===== src/rtl/clause_bin_loader_pkg.sv =====
// Shared types for the clause bin loader: literal encoding and controller state.
package clause_bin_loader_pkg;

    typedef enum logic [1:0] {
        LIT_ABSENT = 2'b00,
        LIT_POS    = 2'b01,
        LIT_NEG    = 2'b10
    } lit_t;

    typedef enum logic [2:0] {
        S_IDLE,
        S_LOAD,
        S_CLEAR,
        S_UL_RD,
        S_UL_OUT,
        S_DONE
    } loader_state_t;

endpackage


===== src/rtl/clause_bin_loader_onehot_dec.sv =====
// Index to one-hot decoder with enable; indices at or beyond N decode to all zeros.
module clause_bin_loader_onehot_dec #(
    parameter int N = 8,
    parameter int W = $clog2(N + 1)
) (
    input  logic         en,
    input  logic [W-1:0] idx,
    output logic [N-1:0] onehot
);

    always_comb begin
        onehot = '0;
        for (int k = 0; k < N; k++) begin
            onehot[k] = en && (idx == W'(k));
        end
    end

endmodule


===== src/rtl/clause_bin_loader.sv =====
// Moves one clause bin between the clause streams and the clause array (load with
// zero-fill of unused slots, or unload of the first N slots).
//
// state    | meaning
// S_IDLE   | waiting for start_load_i / start_unload_i
// S_LOAD   | accepting clauses; each handshake writes its slot on the following cycle
// S_CLEAR  | flushing the last loaded clause, then zero-filling slots cnt..NUM_CLAUSES-1
// S_UL_RD  | rd_o selects slot idx for one cycle
// S_UL_OUT | captured clause presented on ul_*, held until ul_ready_i
// S_DONE   | one-cycle done_o pulse
module clause_bin_loader
    import clause_bin_loader_pkg::*;
#(
    parameter int NUM_CLAUSES = 8,
    parameter int NUM_VARS    = 8,
    parameter int WIDTH_C_LEN = 4,
    parameter int WIDTH_CNT   = $clog2(NUM_CLAUSES + 1)
) (
    input  logic                             clk,
    input  logic                             rst,
    input  logic                             start_load_i,
    input  logic                             start_unload_i,
    input  logic [WIDTH_CNT-1:0]             num_clauses_i,
    output logic                             busy_o,
    output logic                             done_o,
    input  logic                             ld_valid_i,
    output logic                             ld_ready_o,
    input  logic [NUM_VARS*2-1:0]            ld_clause_i,
    input  logic [WIDTH_C_LEN-1:0]           ld_len_i,
    output logic                             ul_valid_o,
    input  logic                             ul_ready_i,
    output logic [NUM_VARS*2-1:0]            ul_clause_o,
    output logic [WIDTH_C_LEN-1:0]           ul_len_o,
    output logic [NUM_CLAUSES-1:0]           wr_o,
    output logic [NUM_CLAUSES-1:0]           rd_o,
    output logic [NUM_VARS*2-1:0]            clause_o,
    output logic [WIDTH_C_LEN-1:0]           clause_len_o,
    input  logic [NUM_VARS*2-1:0]            clause_i,
    input  logic [WIDTH_C_LEN*NUM_CLAUSES-1:0] clause_len_i
);

    localparam int CW = NUM_VARS * 2;
    localparam logic [WIDTH_CNT-1:0] CNT_MAX     = WIDTH_CNT'(NUM_CLAUSES);
    localparam logic [CW-1:0]        ZERO_CLAUSE = {NUM_VARS{LIT_ABSENT}};

    loader_state_t state, state_next;

    logic [WIDTH_CNT-1:0]   idx, cnt, cnt_start, cnt_last;
    logic                   wr_pend;
    logic [WIDTH_CNT-1:0]   wr_idx;
    logic [CW-1:0]          wr_clause;
    logic [WIDTH_C_LEN-1:0] wr_len;
    logic                   ul_valid;
    logic [CW-1:0]          ul_clause;
    logic [WIDTH_C_LEN-1:0] ul_len;
    logic [WIDTH_C_LEN-1:0] rd_len;

    logic start_any, ld_hs, ul_hs, clear_wr;

    assign cnt_start = (num_clauses_i > CNT_MAX) ? CNT_MAX : num_clauses_i;
    assign cnt_last  = cnt - WIDTH_CNT'(1);
    assign start_any = (state == S_IDLE) && (start_load_i || start_unload_i);
    assign ld_hs     = (state == S_LOAD) && ld_valid_i;
    assign ul_hs     = (state == S_UL_OUT) && ul_ready_i;
    // A pending load write owns the array port, so zero-fill waits one cycle behind it.
    assign clear_wr  = (state == S_CLEAR) && !wr_pend && (idx != CNT_MAX);

    always_comb begin
        state_next = state;
        case (state)
            S_IDLE: begin
                if (start_load_i) begin
                    state_next = (cnt_start == '0) ? S_CLEAR : S_LOAD;
                end else if (start_unload_i) begin
                    state_next = (cnt_start == '0) ? S_DONE : S_UL_RD;
                end
            end
            S_LOAD: begin
                if (ld_hs && (idx == cnt_last)) state_next = S_CLEAR;
            end
            S_CLEAR: begin
                if ((idx == CNT_MAX) || (clear_wr && (idx == CNT_MAX - WIDTH_CNT'(1)))) begin
                    state_next = S_DONE;
                end
            end
            S_UL_RD: state_next = S_UL_OUT;
            S_UL_OUT: begin
                if (ul_hs) state_next = (idx == cnt_last) ? S_DONE : S_UL_RD;
            end
            S_DONE:  state_next = S_IDLE;
            default: state_next = S_IDLE;
        endcase
    end

    always_ff @(posedge clk) begin
        if (rst) state <= S_IDLE;
        else     state <= state_next;
    end

    always_ff @(posedge clk) begin
        if (rst) begin
            idx       <= '0;
            cnt       <= '0;
            wr_pend   <= 1'b0;
            wr_idx    <= '0;
            wr_clause <= '0;
            wr_len    <= '0;
            ul_valid  <= 1'b0;
            ul_clause <= '0;
            ul_len    <= '0;
        end else begin
            wr_pend <= ld_hs;
            if (start_any) begin
                idx <= '0;
                cnt <= cnt_start;
            end else if (ld_hs || clear_wr || ul_hs) begin
                idx <= idx + WIDTH_CNT'(1);
            end
            if (ld_hs) begin
                wr_idx    <= idx;
                wr_clause <= ld_clause_i;
                wr_len    <= ld_len_i;
            end
            if (state == S_UL_RD) begin
                ul_valid  <= 1'b1;
                ul_clause <= clause_i;
                ul_len    <= rd_len;
            end else if (ul_hs) begin
                ul_valid  <= 1'b0;
            end
        end
    end

    always_comb begin
        rd_len = '0;
        for (int k = 0; k < NUM_CLAUSES; k++) begin
            if (idx == WIDTH_CNT'(k)) rd_len = clause_len_i[k*WIDTH_C_LEN +: WIDTH_C_LEN];
        end
    end

    clause_bin_loader_onehot_dec #(.N(NUM_CLAUSES), .W(WIDTH_CNT)) u_wr_dec (
        .en     (wr_pend || clear_wr),
        .idx    (wr_pend ? wr_idx : idx),
        .onehot (wr_o)
    );

    clause_bin_loader_onehot_dec #(.N(NUM_CLAUSES), .W(WIDTH_CNT)) u_rd_dec (
        .en     (state == S_UL_RD),
        .idx    (idx),
        .onehot (rd_o)
    );

    assign clause_o     = wr_pend ? wr_clause : ZERO_CLAUSE;
    assign clause_len_o = wr_pend ? wr_len : '0;
    assign busy_o       = (state != S_IDLE);
    assign done_o       = (state == S_DONE);
    assign ld_ready_o   = (state == S_LOAD);
    assign ul_valid_o   = ul_valid;
    assign ul_clause_o  = ul_clause;
    assign ul_len_o     = ul_len;

endmodule


===== config.mk =====
export PLATFORM = sky130hd
export DESIGN_NAME = clause_bin_loader
export DESIGN_NICKNAME = d
export VERILOG_FILES = /design/src/rtl/clause_bin_loader_pkg.sv /design/src/rtl/clause_bin_loader_onehot_dec.sv /design/src/rtl/clause_bin_loader.sv
export SDC_FILE = /design/constraint.sdc
export NUM_CORES = 1
export LEC_CHECK = 0
export CAP_MARGIN = 20
export CORE_AREA = 2 2 91 93
export CTS_BUF_LIST = sky130_fd_sc_hd__clkbuf_4 sky130_fd_sc_hd__clkbuf_8
export CTS_CLUSTER_DIAMETER = 100
export DETAILED_ROUTE_END_ITERATION = 8
export DIE_AREA = 0 0 93 95
export GPL_TIMING_DRIVEN = 0
export PLACE_DENSITY = 0.72
export SYNTH_ARGS = -nofsm -noshare
export SYNTH_HDL_FRONTEND = slang
export SYNTH_SLANG_ARGS = --single-unit

===== constraint.sdc =====
create_clock -name clk -period 3.4 [get_ports clk]
set_input_delay 0.34 -clock clk [delete_from_list [all_inputs] [get_ports clk]]
set_output_delay 0.34 -clock clk [all_outputs]
set_load 0.1 [all_outputs]

==> flow_summary_export.csv <==
group,metric,value,unit
layout,mostFrequentLayoutCells,"121 x clkdlybuf4s50_1, 101 x nand2_1, 60 x a21oi_1, 57 x dfxtp_1, 30 x nor2_1",
floorplan,start_util,38.92,%
critical_path,path_class,"register to primary output",
place,hpwl,7126,um
pwr,sw_frac_of_total,44.11,%
timing,fin_ws,0.1764,ns
layout,layout_commonest_cell,"clkdlybuf4s50_1",
pwr,p_leak,1.758,nW
timing,period_minus_slack,3.224,ns
layout,instances_no_fill,678,
place,dpl_worst_slack,0.09284,ns
global_routing,gr-total-overflow,0,
layout,fin_nets,653,
clock_tree,clk_pin_slew,0.07,ns
yosys,avgSynthCellArea,7.346,um^2
critical_path,reg2reg_from,"idx[1]",
timing,finalCritPeriodShare,94.81,%
detailed_routing,drt_iter0_drc,130,
clock_tree,cts-root-buf,"clkbuf_8",
timing,tightest_slew,1.004,ns
yosys,synth_edf_count,0,
global_routing,met3_usage,3.990,%
layout,drive_gt1_share,6.108,%
run,maxCapViolCount,0,
timing,rsz0062_at_grt,"false",
global_routing,antenna_found_initial,0,
global_routing,grt_first_pass_wirelength,14880,um
global_routing,grt_max_degree,13,
yosys,synth-seq-cells,57,
floorplan,dieArea,8835,um^2
global_routing,grt_util_met1,26.78,%
clock_tree,postCtsSetupRepairBufs,0,
place,port_buffers,137,
layout,fillers,768,
critical_path,startpoint_type,"register",
pwr,power_frac_comb,46.5,%
min_path,min_path_cells,2,
floorplan,die_w,93,um
yosys,ys_types,42,
detailed_routing,wl_per_cell,13.83,um
min_path,hp-class,"register to register",
timing,fmax,310.2,MHz
pwr,power.internal,1.600,mW
global_routing,top_usage_layer,"met2",
layout,antenna_cells,0,
timing,fin_setup_tns,0,ns
timing,drv_slew,0,
detailed_routing,via_count,3373,
pwr,power.density,600.0,nW/um^2
timing,slew_headroom,32.87,%
pwr,ir_worst_vdd,0.3516,mV
floorplan,rows,33,
critical_path,crit_start,"idx[0]",
global_routing,grt_usage,21.09,%
pwr,report.power.total,2.862,mW
detailed_routing,vias_per_cell,4.975,
global_routing,use_met2,35.69,%
timing,setup_violations,0,
layout,final-seq-area,1141,um^2
clock_tree,cts_sinks,57,
timing,hold_viol_final,0,
critical_path,worstPathMaxFanout,10,
clock_tree,htreeDepth,3,
critical_path,required,3.06,ns
clock_tree,insertion_delay,0.33,ns
clock_tree,clock_path_buffers,2,
detailed_routing,drc,0,
yosys,synthArstFlopShare,0,%
global_routing,grt_pass1_vias,3127,
yosys,yosysSeqAreaShare,36.98,%
layout,multi_input_area,1767,um^2
min_path,min_from,"wr_clause[7]",
pwr,p_sw,1.262,mW
floorplan,boundaryPins,138,
clock_tree,numCtsBuffers,9,
place,place_congestion,0.9329,
yosys,syn_nets,505,
status,status,"complete, no violations",
layout,area_growth,54.58,%
timing,worst_hold_slack,0.4501,ns
clock_tree,tritoncts,"done",
detailed_routing,drt-total-wl,9380,um
yosys,yosysWarnings,0,
place,dp.cells,662,
yosys,synthCells,420,
floorplan,core,7928,um^2
clock_tree,cts_hold_buf,0,
yosys,netlist_area,3085,um^2
critical_path,critical_path_arrival,2.88,ns
floorplan,dieHeight,95,um
detailed_routing,ant_nets,0,
detailed_routing,first_pass_iters,4,
yosys,synth_ff_type,"dfxtp_1",
critical_path,reg2regPathDepth,9,
timing,skew,0.003892,ns
pwr,p_clk_share,25.0,%
pwr,seqPwrFrac,28.5,%
critical_path,cp-end-kind,"primary output",
[repair_timing]
item                                    CTS  global route
endpoints found under the setup margin   16             8
gates cloned                              0             0
resized for setup                        18            14
[synth_stat cells (all sizes together), types with 2 or more instances]
master  number  area, um^2
mux2i        4       40.04
ha           7       87.58
xnor2        5       43.79
xor2         2       17.52
a22oi        4       30.03
a22o         2       17.52
o21a         7       52.55
buf          6       36.28
o22ai        2       12.51
dfxtp       57        1141
clkbuf      24       90.09
nand3b      16       120.1
a221oi       4       47.55
inv         15       56.30
or3          2       17.52
o31a         4       35.03
nand3        2       10.01
nor2b        3       18.77
a221o        3       30.03
and2        22       137.6
a21oi       60       300.3
a211oi       2       20.02
o21ai        5       25.02
nand2      101       379.1
nor3        11       55.05
nor2        30       112.6
o221ai       3       26.28
and3         5       31.28
nand2b       3       18.77
[per-layer routing]
| metal | vias up | wire, um | share of wire, % |
|---|---|---|---|
| met5 | - | 0 | 0 |
| met4 | 0 | 92 | 0.98 |
| met3 | 6 | 573 | 6.1 |
| met2 | 115 | 4552 | 49 |
| met1 | 1529 | 4162 | 44 |
| li1 | 1723 | - | - |
[power by group through the flow]
stage	Clock [mW]	Sequential (mW)	Combinational, mW
after CTS	0.737	0.815	1.34
final	0.716	0.815	1.33
after floorplan	0	1.02	0.782
after detailed placement	0	0.829	1.34
after global routing	0.762	0.826	1.43
after global placement	0	0.827	1.32
[critical path, cell delays in order, from the launching register on]
cell,delay [ns]
dfxtp_1,0.40
inv_1,0.21
ha_1,0.23
clkbuf_1,0.40
inv_1,0.22
nor3_2,0.21
dlygate4sd2_1,0.87
[registers in the layout (all words and copies together) (netlist names)]
signal,cells
ul_len_o,4
wr_idx,4
wr_pend,1
state,3
ul_valid_o,1
wr_clause,16
ul_clause_o,16
cnt,4
wr_len,4
idx,4
[final timing paths]
path	to	slack, ns
max	rd_o[6]	0.18
min	wr_clause[7]	0.45
max reg2reg	ul_len_o[3]	1.07
min reg2reg	wr_clause[7]	0.45
[logic make-up after synthesis]
kind of cell | after synthesis | share of synthesized area (%)
XOR/XNOR | 7 | 1.987
buffers and inverters | 45 | 5.920
multiplexers | 4 | 1.298
adder cells (fa/ha/maj) | 7 | 2.838
AO/OA/AOI/OAI | 103 | 21.37
flip-flops | 57 | 36.98
AND/OR/NAND/NOR | 197 | 29.60
[cell type report]
cell class,instances,area share [%]
plain buffers,30,2.650
clock buffers,9,2.597
clock inverters,7,2.151
inverters,15,1.180
multi-input cells,318,37.04
flip-flops and latches,57,23.92
well taps,105,2.754
repair buffers,137,27.70
[per-stage QoR]
step,util [%],instance area (um^2)
5_1_grt,60.16,4770
4_1_cts,60.57,4802
6_report,60.16,4770
2_1_floorplan,-,3090
3_5_place_dp,57.94,4593
3_3_place_gp,57.94,4593
Power figures use the tool's default switching activity.
